--- config.mk ---
export PLATFORM = sky130hd
export DESIGN_NAME = input_action_scheduler
export DESIGN_NICKNAME = d
export VERILOG_FILES = /design/src/rtl/input_action_pkg.sv /design/src/rtl/input_repeat_counter.sv /design/src/rtl/input_action_scheduler.sv
export SDC_FILE = /design/constraint.sdc
export NUM_CORES = 1
export LEC_CHECK = 0
export CAP_MARGIN = 15
export CORE_ASPECT_RATIO = 2
export CORE_MARGIN = 1
export CORE_UTILIZATION = 48
export CTS_CLUSTER_DIAMETER = 100
export DETAILED_ROUTE_END_ITERATION = 7
export GPL_TIMING_DRIVEN = 0
export PLACE_DENSITY = 0.69
export SYNTH_ARGS = -nofsm -noshare
export SYNTH_HDL_FRONTEND = slang
export SYNTH_SLANG_ARGS = --single-unit
--- constraint.sdc ---
create_clock -name clk -period 2.6 [get_ports clk]
set_input_delay 0.65 -clock clk [delete_from_list [all_inputs] [get_ports clk]]
set_output_delay 0.65 -clock clk [all_outputs]
set_load 0.01 [all_outputs]
--- src/rtl/input_action_pkg.sv ---
`default_nettype none
// ============================================================================
// Module      : input_action_pkg
// Description : Shared button indices, action codes, scheduler FSM states and
//               the fixed-priority action picker for input_action_scheduler.
// Revision    : 1.0 - initial release
// ============================================================================
package input_action_pkg;

   // Bit positions inside the decoded controller snapshot
   localparam int BTN_A      = 0;
   localparam int BTN_B      = 1;
   localparam int BTN_SELECT = 2;
   localparam int BTN_START  = 3;
   localparam int BTN_UP     = 4;
   localparam int BTN_DOWN   = 5;
   localparam int BTN_LEFT   = 6;
   localparam int BTN_RIGHT  = 7;

   // Action codes; the code doubles as the index of its pending bit
   localparam logic [2:0] ACT_NONE      = 3'd0;
   localparam logic [2:0] ACT_ROT_CW    = 3'd1;
   localparam logic [2:0] ACT_ROT_CCW   = 3'd2;
   localparam logic [2:0] ACT_LEFT      = 3'd3;
   localparam logic [2:0] ACT_RIGHT     = 3'd4;
   localparam logic [2:0] ACT_SOFT_DROP = 3'd5;
   localparam logic [2:0] ACT_HARD_DROP = 3'd6;
   localparam logic [2:0] ACT_START     = 3'd7;

   typedef enum logic [0:0] {
      ST_IDLE  = 1'b0,
      ST_OFFER = 1'b1
   } sched_state_t;

   // Highest-priority pending action: START, HARD_DROP, ROT_CW, ROT_CCW,
   // LEFT, RIGHT, SOFT_DROP. Not simply numeric order, hence the chain.
   function automatic logic [2:0] pick_action(input logic [7:1] pend);
      logic [2:0] code;
      code = ACT_NONE;
      if (pend[ACT_START])          code = ACT_START;
      else if (pend[ACT_HARD_DROP]) code = ACT_HARD_DROP;
      else if (pend[ACT_ROT_CW])    code = ACT_ROT_CW;
      else if (pend[ACT_ROT_CCW])   code = ACT_ROT_CCW;
      else if (pend[ACT_LEFT])      code = ACT_LEFT;
      else if (pend[ACT_RIGHT])     code = ACT_RIGHT;
      else if (pend[ACT_SOFT_DROP]) code = ACT_SOFT_DROP;
      return code;
   endfunction

endpackage
`default_nettype wire

--- src/rtl/input_repeat_counter.sv ---
`default_nettype none
// ============================================================================
// Module      : input_repeat_counter
// Description : Delayed auto-shift / auto-repeat counter for one held button.
//               Counts polls while held; fires at DAS_POLLS, then every
//               ARR_POLLS polls. ARR_POLLS must not exceed DAS_POLLS.
// Revision    : 1.0 - initial release
// ============================================================================
module input_repeat_counter #(
   parameter int DAS_POLLS = 16,
   parameter int ARR_POLLS = 6
) (
   input  logic clk,
   input  logic reset,
   input  logic tick,
   input  logic held,
   input  logic pressed,
   input  logic inhibit,
   output logic repeat_evt
);

   localparam int            CW       = $clog2(DAS_POLLS + 1);
   localparam logic [CW-1:0] C_FIRE   = CW'(DAS_POLLS - 1);
   localparam logic [CW-1:0] C_RELOAD = CW'(DAS_POLLS - ARR_POLLS);

   logic [CW-1:0] count_q;
   logic [CW-1:0] count_d;

   // Advance only on poll ticks; a fresh press, a release or an inhibit restarts the delay
   always_comb begin
      count_d    = count_q;
      repeat_evt = 1'b0;
      if (tick) begin
         if (pressed || !held || inhibit) begin
            count_d = '0;
         end else if (count_q == C_FIRE) begin
            repeat_evt = 1'b1;
            count_d    = C_RELOAD;
         end else begin
            count_d = count_q + CW'(1);
         end
      end
   end

   // Counter register
   always_ff @(posedge clk or posedge reset) begin
      if (reset) count_q <= '0;
      else       count_q <= count_d;
   end

endmodule
`default_nettype wire

--- src/rtl/input_action_scheduler.sv ---
`default_nettype none
// ============================================================================
// Module      : input_action_scheduler
// Description : Turns polled gamepad snapshots into a valid/ready stream of
//               game actions: press-edge detection, DAS/ARR auto-repeat on
//               Down/Left/Right, one coalescing pending bit per action and a
//               fixed-priority single-entry offer stage.
//               Optional pause feature: define INPUT_PAUSE_EN.
// Revision    : 1.0 - initial release
// ============================================================================
module input_action_scheduler #(
   parameter int DAS_POLLS = 16,
   parameter int ARR_POLLS = 6
) (
   input  logic       clk,
   input  logic       reset,
   input  logic [7:0] buttons,
   input  logic       buttons_valid,
   output logic       action_valid,
   output logic [2:0] action_code,
   input  logic       action_ready,
   output logic       paused
);

   import input_action_pkg::*;

   sched_state_t state_q, state_d;
   logic [7:0]   prev_buttons_q, prev_buttons_d;
   logic [7:1]   pending_q, pending_d;
   logic         action_valid_q, action_valid_d;
   logic [2:0]   action_code_q, action_code_d;

   logic [7:0]   w_press;
   logic [7:1]   w_event;
   logic [7:1]   w_offer_mask;
   logic         w_handshake;
   logic         w_pause_now;
   logic         w_lr_both;
   logic         w_rep_down, w_rep_left, w_rep_right;
   logic         w_unused_select;

   // Press edges exist only on strobe cycles
   always_comb begin
      w_press        = buttons_valid ? (buttons & ~prev_buttons_q) : 8'h00;
      prev_buttons_d = buttons_valid ? buttons : prev_buttons_q;
   end

   assign w_unused_select = w_press[BTN_SELECT];
   assign w_lr_both       = buttons[BTN_LEFT] & buttons[BTN_RIGHT];

`ifdef INPUT_PAUSE_EN
   logic paused_q, paused_d;

   // Start press flips pause on the same edge its pending bit is set
   always_comb begin
      paused_d = paused_q ^ w_press[BTN_START];
   end

   // Events and pending state are gated by the pause state taking effect on this edge
   assign w_pause_now = paused_d;
   assign paused      = paused_q;

   // Pause register
   always_ff @(posedge clk or posedge reset) begin
      if (reset) paused_q <= 1'b0;
      else       paused_q <= paused_d;
   end
`else
   assign w_pause_now = 1'b0;
   assign paused      = 1'b0;
`endif

   input_repeat_counter #(
      .DAS_POLLS (DAS_POLLS),
      .ARR_POLLS (ARR_POLLS)
   ) u_rep_down (
      .clk        (clk),
      .reset      (reset),
      .tick       (buttons_valid),
      .held       (buttons[BTN_DOWN]),
      .pressed    (w_press[BTN_DOWN]),
      .inhibit    (w_pause_now),
      .repeat_evt (w_rep_down)
   );

   input_repeat_counter #(
      .DAS_POLLS (DAS_POLLS),
      .ARR_POLLS (ARR_POLLS)
   ) u_rep_left (
      .clk        (clk),
      .reset      (reset),
      .tick       (buttons_valid),
      .held       (buttons[BTN_LEFT]),
      .pressed    (w_press[BTN_LEFT]),
      .inhibit    (w_pause_now | w_lr_both),
      .repeat_evt (w_rep_left)
   );

   input_repeat_counter #(
      .DAS_POLLS (DAS_POLLS),
      .ARR_POLLS (ARR_POLLS)
   ) u_rep_right (
      .clk        (clk),
      .reset      (reset),
      .tick       (buttons_valid),
      .held       (buttons[BTN_RIGHT]),
      .pressed    (w_press[BTN_RIGHT]),
      .inhibit    (w_pause_now | w_lr_both),
      .repeat_evt (w_rep_right)
   );

   // Map press edges and repeats onto action-indexed events; pause discards all but START
   always_comb begin
      w_event                = '0;
      w_event[ACT_ROT_CW]    = w_press[BTN_A];
      w_event[ACT_ROT_CCW]   = w_press[BTN_B];
      w_event[ACT_LEFT]      = w_press[BTN_LEFT]  | w_rep_left;
      w_event[ACT_RIGHT]     = w_press[BTN_RIGHT] | w_rep_right;
      w_event[ACT_SOFT_DROP] = w_press[BTN_DOWN]  | w_rep_down;
      w_event[ACT_HARD_DROP] = w_press[BTN_UP];
      w_event[ACT_START]     = w_press[BTN_START];
      if (w_pause_now) begin
         w_event[6:1] = '0;
      end
   end

   assign w_handshake = (state_q == ST_OFFER) && action_ready;

   // Clear the accepted action first, then merge new events so a same-cycle event survives
   always_comb begin
      for (int i = 1; i < 8; i++) begin
         w_offer_mask[i] = (action_code_q == 3'(i));
      end
      pending_d = pending_q;
      if (w_handshake) begin
         pending_d = pending_d & ~w_offer_mask;
      end
      if (w_pause_now) begin
         pending_d[6:1] = '0;
      end
      pending_d = pending_d | w_event;
   end

   // Offer FSM: latch one action in IDLE, hold it stable in OFFER until accepted
   always_comb begin
      state_d        = state_q;
      action_valid_d = action_valid_q;
      action_code_d  = action_code_q;
      case (state_q)
         ST_IDLE: begin
            if (|pending_q) begin
               action_code_d  = pick_action(pending_q);
               action_valid_d = 1'b1;
               state_d        = ST_OFFER;
            end
         end
         ST_OFFER: begin
            if (action_ready) begin
               action_valid_d = 1'b0;
               action_code_d  = ACT_NONE;
               state_d        = ST_IDLE;
            end
         end
         default: begin
            action_valid_d = 1'b0;
            action_code_d  = ACT_NONE;
            state_d        = ST_IDLE;
         end
      endcase
   end

   // State registers
   always_ff @(posedge clk or posedge reset) begin
      if (reset) begin
         state_q        <= ST_IDLE;
         prev_buttons_q <= '0;
         pending_q      <= '0;
         action_valid_q <= 1'b0;
         action_code_q  <= ACT_NONE;
      end else begin
         state_q        <= state_d;
         prev_buttons_q <= prev_buttons_d;
         pending_q      <= pending_d;
         action_valid_q <= action_valid_d;
         action_code_q  <= action_code_d;
      end
   end

   assign action_valid = action_valid_q;
   assign action_code  = action_code_q;

endmodule
`default_nettype wire

==> results of run 1 <==
-- worst max-delay path by stage --
stage	cells after the start	startpoint	slack [ns]	endpoint
2_1_floorplan	3	buttons_valid	1.19	prev_buttons_q[4]
3_3_place_gp	2	reset	0.43	u_rep_left.count_q[1]
5_1_grt	1	action_code[1]	0.58	action_code[1]
6_report	1	action_code[1]	0.62	action_code[1]
4_1_cts	1	action_code[1]	0.61	action_code[1]
3_5_place_dp	4	buttons[6]	0.63	pending_q[4]
-- metrics by stage --
stage | cells | hold WS, ns | total power [mW]
detailed placement | 208 | 0.491 | 0.978
floorplan | 163 | 0.465 | 0.854
global route | 214 | 0.524 | 1.43
global placement | 207 | 0.476 | 0.955
finish | 214 | 0.505 | 1.35
CTS | 214 | 0.507 | 1.36
-- per-layer routing --
metal  vias to the layer above  global-route usage  routed length, um
li1                        624                   -                  -
met1                       647               0.234               1260
met4                         0               0.107                125
met3                        15              0.0430                 86
met2                        32               0.376               1910
met5                         -                   0                  0
-- cells by family after synthesis --
kind of cell / synth area share
AND/OR/NAND/NOR: 0.175
AO/OA/AOI/OAI: 0.186
flip-flops: 0.524
buffers and inverters: 0.0409
multiplexers: 0.0486
adder cells (fa/ha/maj): 0.0231
other: 0.00231
-- registers in the layout, indices dropped and copies added (netlist names) --
signal,cells
state_q,1
u_rep_down.count_q,5
prev_buttons_q,7
action_code,3
u_rep_right.count_q,5
u_rep_left.count_q,5
action_valid,1
pending_q,7
-- synth_stat cells --
master     count
a21boi_0       3
a21o_2         1
a21oi_1        6
a31oi_1        2
a32o_1         1
a41oi_1        1
and3_1         2
buf_2          2
buf_4          2
clkbuf_1       1
conb_1         1
dfrtp_1       34
ha_1           3
inv_1         10
mux2_2         7
nand2_1       20
nand2b_1       3
nand3_1        8
nand3_2        1
nand3b_1       5
nand4_1        2
nand4b_1       1
nor2_1         9
nor2b_1        2
nor3_1         2
nor4_1         1
o2111ai_1      1
o21a_1         2
o21ai_0       14
o21bai_1       1
o22ai_1        3
o2bb2ai_1      1
o31ai_1        7
o32a_1         1
o41ai_1        2
or3_1          1
-- area by class of cell --
type,count,share of cell area
Multi-Input combinational cell,114,0.371
Sequential cell,34,0.447
Tap cell,31,0.0204
Buffer,5,0.0151
Inverter,10,0.0197
Clock buffer,6,0.0434
Timing Repair Buffer,14,0.0829
-- power groups by stage --
| stage | registers [mW] | logic [mW] | clock network [mW] |
|---|---|---|---|
| final | 0.715 | 0.253 | 0.382 |
| after global routing | 0.730 | 0.290 | 0.409 |
| after CTS | 0.712 | 0.257 | 0.392 |
| after detailed placement | 0.722 | 0.256 | 0 |
| after global placement | 0.714 | 0.241 | 0 |
| after floorplan | 0.703 | 0.151 | 0 |
==> run metrics, run 1 <==
status finished, final reports clean; max-cap violations 0; fmax 0.505 GHz; hold_buf cts 0; 1st-pass router iterations 4; Worst setup SP type flop; die width 43.1 um; Seq/Total Area, Yosys 0.524; most frequent cells in the layout dfrtp_1 (34), nand2_1 (20), o21ai_0 (14), clkdlybuf4s50_1 (13), inv_1 (10); GPL Wtd Cong 0.861; critical path fanouts, max 6; leading cell type in the layout, fill and taps excluded dfrtp_1; hold depth 1; CP max stage cell clkdlybuf4s50_1; Synth cell types 36; Max Buffers Root-to-Sink 2; final instance area 1900 um^2; WS Path Type flop to output pin; share of the synthesized area in the top cell type 0.524; final worst-path cycle share 0.761; worst reg-to-reg path cell count 5; Clock Pin Slew Worst Setup and Hold Paths 0.06 ns; first-pass GRT wire length 5950 um; Initial Utilization 0.508; Synth warnings 0; setup tns final 0 ns; RSZ-0062 raised after global routing no; CP delay by family, top buffers and inverters; Detail Route Antenna Nets 0; Syn Inst Count 163; Max H-tree Level 2; largest net degree at the start of global routing 20; via count 1318; Core Footprint 3190 um^2; starting DRC count in detailed routing 30; Pleak 0.799 nW; share of cells above drive strength 1 0.109; DRC 0; port bufs 13; pwr/cell area 710 nW/um^2; worst reg2reg path endpoint u_rep_down.count_q[0]; fillers 284; Worst VDD drop 0.000449 V; hold path start action_valid; Worst Path Required 1.95 ns; DRT Wirelength 3380 um; Multi-input gate area 706 um^2; worst hold path type flop to flop; I/O pin cnt 17; Register Area 851 um^2; Die ar. 3630 um^2; Rel. slew slack 0.520; FP Rows 29; arrival time at the worst endpoint 1.33 ns; sequential share of power 0.530; total clock buffers created by CTS 5; crit-path cells clkdlybuf4s50_1; Mapped Nets 178; flops & latches, synth 34; switch share 0.300; Setup Viol. Count Final 0; GRT overflow 0; clk root buf clkbuf_8; Final Hold Vio Count 0; Syn Area/Cell 9.96 um^2; Tmin final 1.98 ns; WL per Instance 15.8 um; latest clock arrival within the worst-skew pair 0.28 ns; DP HPWL 2590 um; Via density 6.16; largest cells by area after synthesis dfrtp_1 (52%), mux2_2 (4.9%), nand2_1 (4.6%); CTS tree done; Worst setup EP type output pin; CP Buf/Inv Count 1; initial antenna violation count 0; delay of the slowest critical-path stage 0.58 ns; Clock power frac 0.283; area grow syn2layout 17.2%; Max Slew Vio Count 0; PostCTS Resize Cnt 0; final worst setup slack 0.620 ns; P_int 0.946 mW; Yosys top cell by area dfrtp_1; placed inst area 1820 um^2; sinks on the clock net 34; vias in the first global route 1367; combinational power share 0.188; fin util 0.596; Slew @ Worst Pin 0.718 ns; Sw Pwr 0.405 mW; Post-Syn Area 1620 um^2; Worst Skew 0.00195 ns; post-CTS setup buffer count 0; Hold Path End action_valid; Total GRT Usage 0.215; Diodes inserted 0; die height 84.2 um; Worst R2R Setup Slack 1.20 ns; nets 199; Place WS 0.626 ns; R2R Path Start u_rep_down.count_q[0]
Power figures use the tool's default switching activity.
==> run 2: changes to the inputs <==
==> constraint.sdc (replaced) <==
create_clock -name clk -period 1.95 [get_ports clk]
set_input_delay 0.4875 -clock clk [delete_from_list [all_inputs] [get_ports clk]]
set_output_delay 0.4875 -clock clk [all_outputs]
set_load 0.01 [all_outputs]
==> results of run 2 <==
The final DEF is identical to that of run 1. Status: finished, final reports clean.
Among the figures that moved: setup slack after placement 0.626 ns -> 0.139 ns; setup slack after layout 0.620 ns -> 0.133 ns; register-to-register setup slack 1.20 ns -> 0.55 ns; total power 1.35 mW -> 1.80 mW; worst IR drop on VDD 0.000449 V -> 0.000598 V
==> run 3: changes to the inputs <==
--- a/config.mk
+++ b/config.mk
@@ -10,6 +10,7 @@
 export CORE_MARGIN = 1
 export CORE_UTILIZATION = 48
 export CTS_CLUSTER_DIAMETER = 100
+export CTS_CLUSTER_SIZE = 25
 export DETAILED_ROUTE_END_ITERATION = 7
 export GPL_TIMING_DRIVEN = 0
 export PLACE_DENSITY = 0.69
==> results of run 3 <==
The final DEF is identical to that of run 1. Status: finished, final reports clean.
Among the figures that moved: setup slack after placement 0.626 ns -> 0.139 ns; setup slack after layout 0.620 ns -> 0.133 ns; register-to-register setup slack 1.20 ns -> 0.55 ns; total power 1.35 mW -> 1.80 mW; worst IR drop on VDD 0.000449 V -> 0.000598 V
